### config.mk
export PLATFORM = sky130hd
export DESIGN_NAME = toe_rx_demux
export DESIGN_NICKNAME = d
export VERILOG_FILES = /design/src/rtl/toe_rx_demux.sv
export SDC_FILE = /design/constraint.sdc
export NUM_CORES = 1
export LEC_CHECK = 0
export CELL_PAD_IN_SITES_DETAIL_PLACEMENT = 1
export CELL_PAD_IN_SITES_GLOBAL_PLACEMENT = 1
export CORE_MARGIN = 2
export CORE_UTILIZATION = 42
export CTS_CLUSTER_SIZE = 25
export DETAILED_ROUTE_END_ITERATION = 12
export PLACE_DENSITY_LB_ADDON = 0.1
export SLEW_MARGIN = 40
export SYNTH_ARGS = -nofsm -noshare
export SYNTH_HDL_FRONTEND = slang
export SYNTH_SLANG_ARGS = --single-unit
### constraint.sdc
create_clock -name clk -period 4.61 [get_ports clk]
set_input_delay 0.922 -clock clk [delete_from_list [all_inputs] [get_ports clk]]
set_output_delay 0.922 -clock clk [all_outputs]
set_load 0.005 [all_outputs]
### src/rtl/toe_rx_demux.sv
// ---------------------------------------------------------------------------
// toe_rx_demux
//
// Splits the byte-framed stream that the TCP offload engine writes into the
// receive FIFO into discrete signals:
//   - connection / disconnection events for the session manager
//   - raw FIX message bytes with first/last strobes for the parser
// It also keeps a per-host "connected" bitmap. Payload from a host that is
// not marked connected is swallowed here and never reaches the parser.
//
// Frame format (opcode first):
//   CONNECT    : 0x01, host
//   DISCONNECT : 0x02, host
//   DATA       : 0x03, host, len (1..255), len payload bytes
//
// Ports
//   clk                       clock, everything on the rising edge
//   rst                       synchronous reset, active low
//   fifo_empty_i              receive FIFO empty
//   fifo_data_i[7:0]          FIFO read data, valid the cycle after a read
//   fifo_read_o               FIFO read request
//   connected_o               1-cycle pulse: CONNECT frame decoded
//   connected_host_addr_o     host of the last CONNECT frame (held)
//   disconnected_o            1-cycle pulse: DISCONNECT frame decoded
//   disconnected_host_addr_o  host of the last DISCONNECT frame (held)
//   conn_map_o                bit h set while host h is connected
//   message_o[7:0]            payload byte towards the parser
//   valid_o                   message_o carries a payload byte this cycle
//   new_message_o             pulse with the first payload byte
//   end_message_o             pulse with the last payload byte
//   msg_host_addr_o           source host of the current message (held)
//   error_o                   1-cycle pulse on a framing or host error
//
// FIFO handshake: fifo_read_o is a read request with no backpressure from
// downstream. A byte is taken whenever fifo_read_o is high at a rising edge;
// that byte appears on fifo_data_i during the following cycle, which is
// marked by byte_vld_q. Every valid byte is consumed in the cycle it is
// valid, so the decoder never stalls the FIFO and a gap (empty FIFO) simply
// leaves all state untouched.
// ---------------------------------------------------------------------------
module toe_rx_demux #(
  parameter int NUM_HOST = 4
) (
  input  logic                       clk,
  input  logic                       rst,
  input  logic                       fifo_empty_i,
  input  logic [7:0]                 fifo_data_i,
  output logic                       fifo_read_o,
  output logic                       connected_o,
  output logic [NUM_HOST-1:0]        connected_host_addr_o,
  output logic                       disconnected_o,
  output logic [NUM_HOST-1:0]        disconnected_host_addr_o,
  output logic [(2**NUM_HOST)-1:0]   conn_map_o,
  output logic [7:0]                 message_o,
  output logic                       valid_o,
  output logic                       new_message_o,
  output logic                       end_message_o,
  output logic [NUM_HOST-1:0]        msg_host_addr_o,
  output logic                       error_o
);

  localparam int MAP_W = 2**NUM_HOST;

  // Frame opcodes
  localparam logic [7:0] OP_CONNECT    = 8'h01;
  localparam logic [7:0] OP_DISCONNECT = 8'h02;
  localparam logic [7:0] OP_DATA       = 8'h03;

  // Decoder states
  localparam logic [2:0] ST_IDLE    = 3'd0;  // waiting for an opcode
  localparam logic [2:0] ST_HOST_C  = 3'd1;  // host byte of CONNECT
  localparam logic [2:0] ST_HOST_D  = 3'd2;  // host byte of DISCONNECT
  localparam logic [2:0] ST_HOST_M  = 3'd3;  // host byte of DATA
  localparam logic [2:0] ST_LEN     = 3'd4;  // length byte of DATA
  localparam logic [2:0] ST_PAYLOAD = 3'd5;  // payload bytes of DATA

  // ---------------------------------------------------------------------
  // Registers
  // ---------------------------------------------------------------------
  logic                byte_vld_q;

  logic [2:0]          state_q,       state_d;
  logic [7:0]          remaining_q,   remaining_d;
  logic                first_q,       first_d;
  logic                drop_q,        drop_d;
  logic [NUM_HOST-1:0] host_q,        host_d;

  logic                conn_q,        conn_d;
  logic [NUM_HOST-1:0] conn_addr_q,   conn_addr_d;
  logic                disc_q,        disc_d;
  logic [NUM_HOST-1:0] disc_addr_q,   disc_addr_d;
  logic [MAP_W-1:0]    map_q,         map_d;
  logic [7:0]          msg_q,         msg_d;
  logic                valid_q,       valid_d;
  logic                new_q,         new_d;
  logic                end_q,         end_d;
  logic [NUM_HOST-1:0] msg_addr_q,    msg_addr_d;
  logic                err_q,         err_d;

  // Host field of the current byte; upper bits of a host byte are ignored.
  logic [NUM_HOST-1:0] byte_host;
  assign byte_host = fifo_data_i[NUM_HOST-1:0];

  // Read whenever data is available; held low throughout reset so nothing
  // can be in flight when reset is released.
  assign fifo_read_o = rst & ~fifo_empty_i;

  // ---------------------------------------------------------------------
  // Next-state logic: advances only when a byte is valid
  // ---------------------------------------------------------------------
  always_comb begin
    state_d     = state_q;
    remaining_d = remaining_q;
    first_d     = first_q;
    drop_d      = drop_q;
    host_d      = host_q;

    conn_addr_d = conn_addr_q;
    disc_addr_d = disc_addr_q;
    map_d       = map_q;
    msg_d       = msg_q;
    msg_addr_d  = msg_addr_q;

    // Pulse outputs default low every cycle
    conn_d      = 1'b0;
    disc_d      = 1'b0;
    valid_d     = 1'b0;
    new_d       = 1'b0;
    end_d       = 1'b0;
    err_d       = 1'b0;

    if (byte_vld_q) begin
      case (state_q)
        ST_IDLE: begin
          case (fifo_data_i)
            OP_CONNECT:    state_d = ST_HOST_C;
            OP_DISCONNECT: state_d = ST_HOST_D;
            OP_DATA:       state_d = ST_HOST_M;
            // Unknown opcode: flag it and drop the byte. Staying in IDLE
            // lets the decoder resync on the next recognisable opcode.
            default:       err_d   = 1'b1;
          endcase
        end

        ST_HOST_C: begin
          // Reconnecting an already-connected host still reports the event.
          map_d[byte_host] = 1'b1;
          conn_addr_d      = byte_host;
          conn_d           = 1'b1;
          state_d          = ST_IDLE;
        end

        ST_HOST_D: begin
          map_d[byte_host] = 1'b0;
          disc_addr_d      = byte_host;
          disc_d           = 1'b1;
          state_d          = ST_IDLE;
        end

        ST_HOST_M: begin
          // Connection status is sampled once per frame, at the host byte.
          host_d  = byte_host;
          drop_d  = ~map_q[byte_host];
          state_d = ST_LEN;
        end

        ST_LEN: begin
          if (fifo_data_i == 8'd0) begin
            err_d   = 1'b1;
            state_d = ST_IDLE;
          end else begin
            remaining_d = fifo_data_i;
            first_d     = 1'b1;
            state_d     = ST_PAYLOAD;
          end
        end

        ST_PAYLOAD: begin
          // remaining_q is at least 1 here, so the decrement cannot wrap.
          remaining_d = remaining_q - 8'd1;
          first_d     = 1'b0;
          if (!drop_q) begin
            msg_d   = fifo_data_i;
            valid_d = 1'b1;
            new_d   = first_q;
            end_d   = (remaining_q == 8'd1);
            if (first_q) begin
              msg_addr_d = host_q;
            end
          end else if (remaining_q == 8'd1) begin
            // A swallowed frame is reported once, with its last byte.
            err_d = 1'b1;
          end
          if (remaining_q == 8'd1) begin
            state_d = ST_IDLE;
          end
        end

        default: begin
          state_d = ST_IDLE;
        end
      endcase
    end
  end

  // ---------------------------------------------------------------------
  // State registers
  // ---------------------------------------------------------------------
  always_ff @(posedge clk) begin
    if (!rst) begin
      byte_vld_q  <= 1'b0;
      state_q     <= ST_IDLE;
      remaining_q <= 8'd0;
      first_q     <= 1'b0;
      drop_q      <= 1'b0;
      host_q      <= '0;
      conn_q      <= 1'b0;
      conn_addr_q <= '0;
      disc_q      <= 1'b0;
      disc_addr_q <= '0;
      map_q       <= '0;
      msg_q       <= 8'd0;
      valid_q     <= 1'b0;
      new_q       <= 1'b0;
      end_q       <= 1'b0;
      msg_addr_q  <= '0;
      err_q       <= 1'b0;
    end else begin
      byte_vld_q  <= fifo_read_o;
      state_q     <= state_d;
      remaining_q <= remaining_d;
      first_q     <= first_d;
      drop_q      <= drop_d;
      host_q      <= host_d;
      conn_q      <= conn_d;
      conn_addr_q <= conn_addr_d;
      disc_q      <= disc_d;
      disc_addr_q <= disc_addr_d;
      map_q       <= map_d;
      msg_q       <= msg_d;
      valid_q     <= valid_d;
      new_q       <= new_d;
      end_q       <= end_d;
      msg_addr_q  <= msg_addr_d;
      err_q       <= err_d;
    end
  end

  // ---------------------------------------------------------------------
  // Outputs: all registered
  // ---------------------------------------------------------------------
  assign connected_o              = conn_q;
  assign connected_host_addr_o    = conn_addr_q;
  assign disconnected_o           = disc_q;
  assign disconnected_host_addr_o = disc_addr_q;
  assign conn_map_o               = map_q;
  assign message_o                = msg_q;
  assign valid_o                  = valid_q;
  assign new_message_o            = new_q;
  assign end_message_o            = end_q;
  assign msg_host_addr_o          = msg_addr_q;
  assign error_o                  = err_q;

endmodule

==> reports/qor.yml <==
arrival_ns: 2.55
initial_utilization_pct: 42.93
synth_seq_cells: 60
die_x_um: 87.10
ctsHoldBuffers: 0
max_freq_ghz: 0.2878
vias: 2667
yosysSeqAreaShare_pct: 41.42
skew_ns: 0.006694
netlist.area_leader.share_pct: 41.42
post_drt_wl_per_cell_um: 18.46
synth-async-reset-ratio_pct: 0
pin_count: 54
fp.dieH_um: 87.10
clock_latency_ns: 0.34
cts_tree: "done"
regArea_mm2: 0.001201
cts-buffers-inserted: 9
synth_nets: 337
h-tree-depth: 3
wl_mm: 8.251
nets: 375
rr_startpoint: "state_q[0]"
peakVddDrop_mv: 0.1976
tightest_slew_ns: 0.8074
synth_area_leaders: "dfxtp_1 (41%), mux2i_1 (6.9%), nor2_1 (6.0%)"
r2r_slack_ns: 2.22
crit_start: "rst"
max_slew_margin_pct: 46.10
whs_ns: 0.4628
rsz0062_at_grt: "false"
crit_fanout: 13
drc: 0
setup_viol: 0
timing.setup.critical_path_class: "primary input to primary output"
clk_pin_slew_ns: 0.07
syn_to_final_growth_pct: 25.80
rows: 30
multi_input_area_mm2: 0.001556
fill_cells: 776
status: "completed"
synthCells: 324
final-hold-violation-count: 0
cts_max_path_buffers: 2
fin_crit_ns: 3.475
grt_pass1_wl_mm: 13.46
cts.sinks: 60
yosys.area.top_type: "dfxtp_1"
synth-main-ff-cell: "dfxtp_1"
ys_types: 54
syn-cell-area_mm2: 0.002900
ant_nets: 0
first_global_vias: 2670
root_buffer: "clkbuf_8"
core_area_mm2: 0.006756
p_leak_nw: 1.219
startpoint_type: "primary input"
synth_edf_count: 0
grt_antenna_before_repair: 0
portBuffers: 53
timing.final.crit_share_pct: 75.37
maxCapViolations: 0
avgSynthCellArea_um2: 8.951
grt.total_usage_pct: 22.83
grt_overflow: 0
cts_setup_buffers: 0
viasPerCell: 5.966
drtIter0Drc: 166
dieArea_mm2: 0.007586
fin_tns_setup_ns: 0
hp-start: "msg_host_addr_o[3]"
yosysMostFrequentCell: "dfxtp_1"
cts-resized-gates: 0
firstDrtPassIters: 4
ys_top_cells_by_count: "dfxtp_1 (60), nor2_1 (46), mux2i_1 (20), nor4_1 (20)"
hpwl_mm: 5.453
finalMaxSlewViolations: 0
p_per_area_mw_per_mm2: 303.3
critPathCaptureType: "primary output"
n_antenna_cell: 0
yosysWarnings: 0
p_total_w: 0.001107
cp.required_ns: 3.69
drive_above_1_share_pct: 10.08
hp-class: "flip-flop to flip-flop"
place_congestion: 0.7836
grt_max_degree: 51
==> layout by cell type, fill, tap and decap left out, drive strengths merged, types with 8 or more instances in the layout <==
cell type / n
dfxtp: 60
mux2i: 20
a311oi: 17
nor4: 21
nand2b: 9
clkbuf: 10
nor3: 8
a21oi: 15
nor2: 46
clkdlybuf4s50: 53
nand2: 17
nand3: 9
==> area by class of cell <==
| type | count | area share, % |
|---|---|---|
| multi-input cells | 230 | 42.66 |
| flip-flops and latches | 60 | 32.92 |
| repair buffers | 57 | 15.36 |
| clock buffers | 10 | 3.498 |
| well taps | 80 | 2.743 |
| clock inverters | 6 | 2.401 |
| inverters | 4 | 0.4115 |
==> kinds of logic (layout without fill, tap and decap cells) <==
| logic type | count (synthesis) | after routing | synth area share (%) |
|---|---|---|---|
| DFF | 60 | 60 | 41.41 |
| AOI/OAI and AO/OA | 61 | 61 | 15.70 |
| buffers and inverters | 34 | 77 | 5.392 |
| adders and majority gates | 2 | 2 | 0.8627 |
| muxes | 25 | 25 | 9.232 |
| and+or+nand+nor | 141 | 141 | 27.09 |
| xor gates and xnor gates | 1 | 1 | 0.3020 |
==> worst max-delay path, cell delays in order <==
cell	delay, ns
clkdlybuf4s50_1	0.77
clkinv_1	0.19
nor2_1	0.16
clkdlybuf4s50_1	0.51
==> power by group <==
| group | switching, W | internal [W] | total (W) |
|---|---|---|---|
| combinational | 0.0000372 | 0.0000203 | 0.0000575 |
| clock | 0.000221 | 0.000305 | 0.000527 |
| sequential | 0.00000292 | 0.000519 | 0.000522 |
| total | 0.000261 | 0.000845 | 0.00111 |
==> per-stage QoR <==
step	setup slack [ns]	instances	area [µm²]	utilization, %
CTS	1.149	447	3649	54.00
floorplan	2.303	324	2900	-
detailed placement	1.165	431	3433	50.81
finish	1.135	447	3649	54.00
global placement	1.257	431	3420	50.61
global route	1.079	447	3649	54.00
==> per-layer routing <==
layer | track usage [%] | up-vias | part of all wire, %
met1 | 30.07 | 1303 | 46
met5 | 0 | - | 0
met4 | 9.510 | 0 | 1.8
met3 | 3.697 | 15 | 4.1
met2 | 37.13 | 77 | 48
li1 | - | 1272 | -
==> worst paths after layout <==
kind | end | cells after the start
hold reg to reg | msg_host_addr_o[3] | 2
setup reg to reg | remaining_q[1] | 4
setup / recovery | fifo_read_o | 4
hold / removal | msg_host_addr_o[3] | 2
(Power assumes the default switching activity.)
